### src/rtl/vga_scanout.sv
// 640x480 VGA scanout: pixel-clock divider, h/v timing, scaled framebuffer addressing,
// and a two-stage pipeline that aligns sync/enable with the registered memory read data.
module vga_scanout #(
    parameter int unsigned H_ACTIVE    = 640,
    parameter int unsigned H_FP        = 16,
    parameter int unsigned H_SYNC      = 96,
    parameter int unsigned H_BP        = 48,
    parameter int unsigned V_ACTIVE    = 480,
    parameter int unsigned V_FP        = 10,
    parameter int unsigned V_SYNC      = 2,
    parameter int unsigned V_BP        = 33,
    parameter int unsigned CLK_DIV     = 4,
    parameter int unsigned SCALE_SHIFT = 2,
    parameter int unsigned ADDR        = 16,
    parameter int unsigned DATA        = 8
) (
    input  logic            clk,
    input  logic            rst_L,
    input  logic [ADDR-1:0] fb_base,
    output logic [ADDR-1:0] addrb,
    input  logic [DATA-1:0] doutb,
    output logic            hsync_L,
    output logic            vsync_L,
    output logic            de,
    output logic [DATA-1:0] rgb,
    output logic            vblank,
    output logic            frame_start
);

    localparam int unsigned H_TOTAL = H_ACTIVE + H_FP + H_SYNC + H_BP;
    localparam int unsigned V_TOTAL = V_ACTIVE + V_FP + V_SYNC + V_BP;
    localparam int unsigned HW      = $clog2(H_TOTAL);
    localparam int unsigned VW      = $clog2(V_TOTAL);
    localparam int unsigned DW      = (CLK_DIV > 1) ? $clog2(CLK_DIV) : 1;

    localparam logic [DW-1:0]   DIV_LAST  = DW'(CLK_DIV - 1);
    localparam logic [HW-1:0]   H_LAST    = HW'(H_TOTAL - 1);
    localparam logic [VW-1:0]   V_LAST    = VW'(V_TOTAL - 1);
    localparam logic [HW-1:0]   H_ACT_C   = HW'(H_ACTIVE);
    localparam logic [HW-1:0]   HS_START  = HW'(H_ACTIVE + H_FP);
    localparam logic [HW-1:0]   HS_END    = HW'(H_ACTIVE + H_FP + H_SYNC);
    localparam logic [VW-1:0]   V_ACT_C   = VW'(V_ACTIVE);
    localparam logic [VW-1:0]   VS_START  = VW'(V_ACTIVE + V_FP);
    localparam logic [VW-1:0]   VS_END    = VW'(V_ACTIVE + V_FP + V_SYNC);
    localparam logic [ADDR-1:0] SRC_WIDTH = ADDR'(H_ACTIVE >> SCALE_SHIFT);

    logic [DW-1:0]   r_div;
    logic [HW-1:0]   r_h;
    logic [VW-1:0]   r_v;
    logic [ADDR-1:0] r_base;

    logic            w_tick;
    logic            w_h_last;
    logic            w_v_last;

    assign w_tick   = (r_div == DIV_LAST);
    assign w_h_last = (r_h == H_LAST);
    assign w_v_last = (r_v == V_LAST);

    // The base is captured only on the wrap to (0,0) so a frame never mixes two buffers.
    always_ff @(posedge clk or negedge rst_L) begin
        if (!rst_L) begin
            r_div  <= '0;
            r_h    <= '0;
            r_v    <= '0;
            r_base <= '0;
        end else if (w_tick) begin
            r_div <= '0;
            if (w_h_last) begin
                r_h <= '0;
                if (w_v_last) begin
                    r_v    <= '0;
                    r_base <= fb_base;
                end else begin
                    r_v <= r_v + VW'(1);
                end
            end else begin
                r_h <= r_h + HW'(1);
            end
        end else begin
            r_div <= r_div + DW'(1);
        end
    end

    logic            w_active;
    logic            w_hs;
    logic            w_vs;
    logic            w_vb;
    logic            w_fs;
    logic [ADDR-1:0] w_row;
    logic [ADDR-1:0] w_col;

    assign w_active = (r_h < H_ACT_C) && (r_v < V_ACT_C);
    assign w_hs     = (r_h >= HS_START) && (r_h < HS_END);
    assign w_vs     = (r_v >= VS_START) && (r_v < VS_END);
    assign w_vb     = (r_v >= V_ACT_C);
    assign w_fs     = (r_h == '0) && (r_v == '0) && (r_div == '0);
    assign w_row    = ADDR'(r_v >> SCALE_SHIFT);
    assign w_col    = ADDR'(r_h >> SCALE_SHIFT);
    assign addrb    = w_active ? (r_base + (w_row * SRC_WIDTH) + w_col) : r_base;

    // Stage 1 lines the control bits up with doutb, which lags addrb by one clock.
    logic r_hs_d1;
    logic r_vs_d1;
    logic r_vb_d1;
    logic r_active_d1;
    logic r_fs_d1;

    always_ff @(posedge clk or negedge rst_L) begin
        if (!rst_L) begin
            r_hs_d1     <= 1'b0;
            r_vs_d1     <= 1'b0;
            r_vb_d1     <= 1'b0;
            r_active_d1 <= 1'b0;
            r_fs_d1     <= 1'b0;
        end else begin
            r_hs_d1     <= w_hs;
            r_vs_d1     <= w_vs;
            r_vb_d1     <= w_vb;
            r_active_d1 <= w_active;
            r_fs_d1     <= w_fs;
        end
    end

    always_ff @(posedge clk or negedge rst_L) begin
        if (!rst_L) begin
            hsync_L     <= 1'b1;
            vsync_L     <= 1'b1;
            de          <= 1'b0;
            rgb         <= '0;
            vblank      <= 1'b0;
            frame_start <= 1'b0;
        end else begin
            hsync_L     <= ~r_hs_d1;
            vsync_L     <= ~r_vs_d1;
            de          <= r_active_d1;
            rgb         <= r_active_d1 ? doutb : '0;
            vblank      <= r_vb_d1;
            frame_start <= r_fs_d1;
        end
    end

endmodule

### config.mk
export PLATFORM = sky130hd
export DESIGN_NAME = vga_scanout
export DESIGN_NICKNAME = d
export VERILOG_FILES = /design/src/rtl/vga_scanout.sv
export SDC_FILE = /design/constraint.sdc
export NUM_CORES = 1
export LEC_CHECK = 0
export BUFFER_PORTS_ARGS = -buffer_cell sky130_fd_sc_hd__buf_2
export CAP_MARGIN = 5
export CORE_UTILIZATION = 25
export DETAILED_ROUTE_END_ITERATION = 6
export SLEW_MARGIN = 20
export SYNTH_ARGS = -nofsm -noshare
export SYNTH_HDL_FRONTEND = slang
export SYNTH_SLANG_ARGS = --single-unit
### constraint.sdc
create_clock -name clk -period 5.3 [get_ports clk]
set_clock_uncertainty 0.1 [all_clocks]
set_input_delay 0 -clock clk [delete_from_list [all_inputs] [get_ports clk]]
set_output_delay 0 -clock clk [all_outputs]
set_load 0.01 [all_outputs]
[Word-level counts from Yosys, hierarchy flattened]
Cells that the tools add are included.
Word-level totals
  memory bits (read-only): 0
  input bits: 26
  register bits: 56
  latch bits: 0
  bits in writable memories: 0
  logic and storage cells: 48
  memories: 0
Operators by class
  reductions and logical operators: 10
  equality and inequality tests: 3
  order comparisons: 7
  add/subtract/negate cells: 5
  shift operators: 0
  bitwise gates (word level): 2
  $mul: 1
  divide/modulo/power cells: 0
  mux-type cells: 5
Operator list (number)
  $add 10x1->10 const B: 2
  $eq 10x10->1 const B: 2
  $ge 10x9->1 const B: 2
  $logic_not 10->1: 2
  $lt 10x10->1 const B: 2
  $lt 10x9->1 const B: 2
  $mux 10: 2
  $add 16x16->16: 1
  $add 16x8->16: 1
  $mux 16: 1
  $mul 8x3->11 const B: 1
  $ge 10x10->1 const B: 1
  $mux 8: 1
  $logic_and 1x1->1: 5
  $reduce_and 3->1: 1
  $add 2x1->2 const B: 1
  $eq 2x2->1 const B: 1
  $logic_not 2->1: 1
  $mux 2: 1
  $not 1->1: 2
  $reduce_and 2->1: 1

[Longest topological paths before layout]
  depth after elaboration: 4
  depth in mapped cells: 16
  mapped depth without buffers: 16

[Least setup slack after synthesis]
Ideal clock, no wire load.
  path type: reg-to-output
  from: register r_v[5]
  to: output addrb[15]
  slack: 1532 ps
  path buffers: 1
  cell stages (with the launch flop): 16
  data arrival time: 3668 ps
  cell sequence: dfrtp_1 -> ha_1 -> ha_1 -> fa_1 -> a21o_1 -> a21oi_1 -> xnor2_1 -> ha_1 -> ha_1 -> clkbuf_1 -> a21o_1 -> a211o_1 -> o31ai_1 -> xor2_1 -> nor2_1 -> xor2_1
Between the ends
  cells in the longest elaborated chain, start to end: 4
Ends and longest elaborated chain
  from (decl): RTL line 49  | logic [VW-1:0] r_v;
  from (signal assigned): RTL line 75  | r_v <= r_v + VW'(1);
  $mul 8x3->11: RTL line 100  | assign addrb = w_active ? (r_base + (w_row * SRC_WIDTH) + w_col) : r_base;
  $add 16x16->16: RTL line 100
  $add 16x8->16: RTL line 100
  $mux 16 *: RTL line 100
  to (decl): RTL line 20  | output logic [ADDR-1:0] addrb,
Mark *: on every way between the ends. The rest lies on a longest branch, timed or not.

[Worst setup path after layout]
  from: register r_v[3]
  to: output addrb[15]
The elaborated chain is that of the path after synthesis.

==> flow_metrics.tcl <==
set metrics [dict create \
    r2r_cells 5 \
    dieArea_um2 14900 \
    cts_buffer_depth 2 \
    vias 2747 \
    crit_path_max_fanout 11 \
    coreArea_um2 14000 \
    synth_mux_area_share_pct 6.34 \
    num_antenna_cells 0 \
    grt_pass1_vias 2687 \
    yosys.area_share.xor_xnor_pct 7.52 \
    ys_seq_elements 56 \
    die_x_um 122 \
    ys_seq_area_share_pct 38.9 \
    drt_iter0_drc 116 \
    final.setup.tns_ps 0 \
    cap_violations 0 \
    via_per_inst 4.53 \
    synth_largest_area_cell "dfrtp_1" \
    portBuffers 54 \
    syn_nets 423 \
    cp-endpoint "addrb[15]" \
    tightest_slew_ps 1050 \
    r2r-start "r_div[0]" \
    start_util_pct 25.8 \
    setup.worst_path.start_class "flop" \
    place_area_um2 4070 \
    critPathKind "reg2out" \
    grt_pass1_wl_mm 13.3 \
    r2r_setup_slack_ps 2820 \
    cp-end-kind "output pin" \
    io_pins 55 \
    yosys-top-cells-count "54 x dfrtp_1, 45 x ha_1, 42 x nand2_1, 21 x o21ai_0, 19 x a21oi_1" \
    synth_warnings 0 \
    p_per_area_nw_per_um2 198 \
    timing.slew.headroom_pct 29.7 \
    leakagePower_uw 0.00222 \
    synth_compound_area_share_pct 11.3 \
    ys.flop_type "dfrtp_1" \
    instances_no_fill 606 \
    yosysMostFrequentCell "dfrtp_1" \
    drive_gt1_share_pct 20.7 \
    crit_arrival_ps 4420 \
    grt_max_degree 57 \
    fin_crit_sh_pct 85.3 \
    outcome "completed" \
    register_area_um2 1400 \
    dp_slack_ps 1130 \
    startpoint "r_v[3]" \
    yosys-top-cells-area "dfrtp_1 37%, ha_1 16%, nand2_1 4.4%" \
    gp_congestion 0.855 \
    synth_area_um2 3610 \
    h-tree-depth 2 \
    dr.pass1.iters 4 \
    setup_ws_ps 782 \
    synth_top_family_by_area "adder cells" \
    cts_sinks 56 \
    worstReg2RegEnd "r_base[13]" \
    grt_use_total_pct 11.6 \
    synthCells 347 \
    clk_pin_slew_ps 80 \
    setup_viol 0 \
    place_inst 573 \
    synthAdderAreaFrac_pct 18.4 \
    min_period_ps 4520 \
    syn_area_per_cell_um2 10.4 \
    avgRoutedWirePerCell_um 13.5 \
    slowest_stage "dfrtp_1" \
    yosys.area_share.simple_pct 14.9 \
    async_reset_ff_share_pct 100 \
    cts_root_buffer "clkbuf_16" \
    peakVddDrop_mv 0.0901 \
    tritoncts "done" \
    hold_path_class "in2async" \
    fp.dieH_um 122 \
    synth_top_area_share_pct 37.4 \
    post_cts_buffers 0 \
    grt.overflow.total 0 \
    synth_cell_types 45 \
    cts_buffers 5 \
    cpPeakStageDelay_ps 570 \
    dp_hpwl_mm 6.05 \
    finalCoreUtilization_pct 31.9 \
    crit_path_frequent_cell "ha_1" \
    fill_cells 1416 \
    fmax_mhz 221 \
    drt-total-wl_mm 8.18 \
    ant_nets 0 \
    multiInputGateArea_um2 2110 \
    synthToLayoutAreaGrowth_pct 23.8 \
    clk_latency_ps 300 \
    nets 501 \
    fp-row-count 43 \
    synth_edf_count 0 \
    postLayoutCellArea_um2 4470 \
    antenna_found_initial 0 \
    rsz0062_at_grt "false" \
    critical_path.cell_chain "ha_1 > ha_1 > fa_1 > a21o_1 > a21oi_1 > xnor2_1 > ha_1 > ha_1 > a21o_1 > a211o_1 > o31ai_1 > xor2_1 > nor2_1 > xor2_1 > buf_2" \
    finalHoldViolations 0 \
    drc 0 \
    final_max_slew_viol_count 0 \
    cp_data_required_time_ps 5200 \
]
==> worst min-delay path by stage <==
stage / startpoint / endpoint / slack [ps] / cells after the start
after floorplan: rst_L / de / -400 / 0
after CTS: r_fs_d1 / frame_start / 260 / 0
after detailed placement: rst_L / r_fs_d1 / 90 / 2
final: rst_L / r_fs_d1 / 260 / 3
after global placement: rst_L / r_fs_d1 / 90 / 2
after global routing: r_fs_d1 / frame_start / 260 / 0
==> cells by family after synthesis <==
family / after synthesis
simple gates: 103
fa+ha+maj: 50
mux: 17
compound gates: 68
buf+inv: 22
flops: 56
xor+xnor: 31
==> report_power, final <==
| group | total (µW) | internal (µW) | switching, µW |
|---|---|---|---|
| sequential | 443 | 436 | 7.09 |
| combinational | 95.4 | 50.4 | 45.1 |
| clock | 346 | 179 | 167 |
| total | 885 | 666 | 219 |
==> per-stage QoR <==
step	hold WS, ps	power [µW]
6_report	255	885
3_5_place_dp	92.3	535
3_3_place_gp	90.3	532
2_1_floorplan	-396	494
5_1_grt	261	930
4_1_cts	260	903
==> per-layer routing <==
metal	track usage, %	routed length (µm)	vias up
met5	0	0	-
met1	15.2	3950	1322
met4	3.73	116	0
met2	19.2	3890	44
met3	2.15	230	10
li1	-	-	1371
==> cells in the final DEF (no fill, tap or decap), drive strengths merged, types with 14 or more instances in the layout <==
cell	netlist	layout
mux2	17	17
inv	13	14
xnor2	18	18
dlygate4sd3	0	25
nand2	43	43
buf	3	55
a21oi	19	19
nor2	17	17
ha	45	45
o21ai	24	24
dfrtp	54	54
==> critical path: cells and delay by family, from the launching register on <==
family	cells	cell delay, ps
AND/OR/NAND/NOR	1	70
AO/OA/AOI/OAI	5	1230
flip-flops	1	570
XOR/XNOR	3	510
adder cells (fa/ha/maj)	5	1590
buffers and inverters	1	140
==> cell type report <==
cell class	count	area share, %
Clock inverter	3	0.588
Timing Repair Buffer	80	11.8
Sequential cell	56	31.4
Multi-Input combinational cell	269	47.2
Tap cell	180	5.04
Inverter	13	1.09
Clock buffer	5	2.80
==> state kept, by name, indices dropped and copies added, names as in the netlist <==
register	cells
vblank	1
frame_start	1
vsync_L	1
r_v	10
hsync_L	1
r_h	10
r_hs_d1	1
de	1
rgb	8
r_fs_d1	1
r_vb_d1	1
r_active_d1	1
r_div	2
r_vs_d1	1
r_base	16
==> repair_timing <==
| action | in CTS | in global routing |
|---|---|---|
| hold buffers | 25 | 0 |
| gates resized for setup | 0 | 0 |
| endpoints found under the hold margin | 78 | 0 |
(Power assumes the default switching activity.)
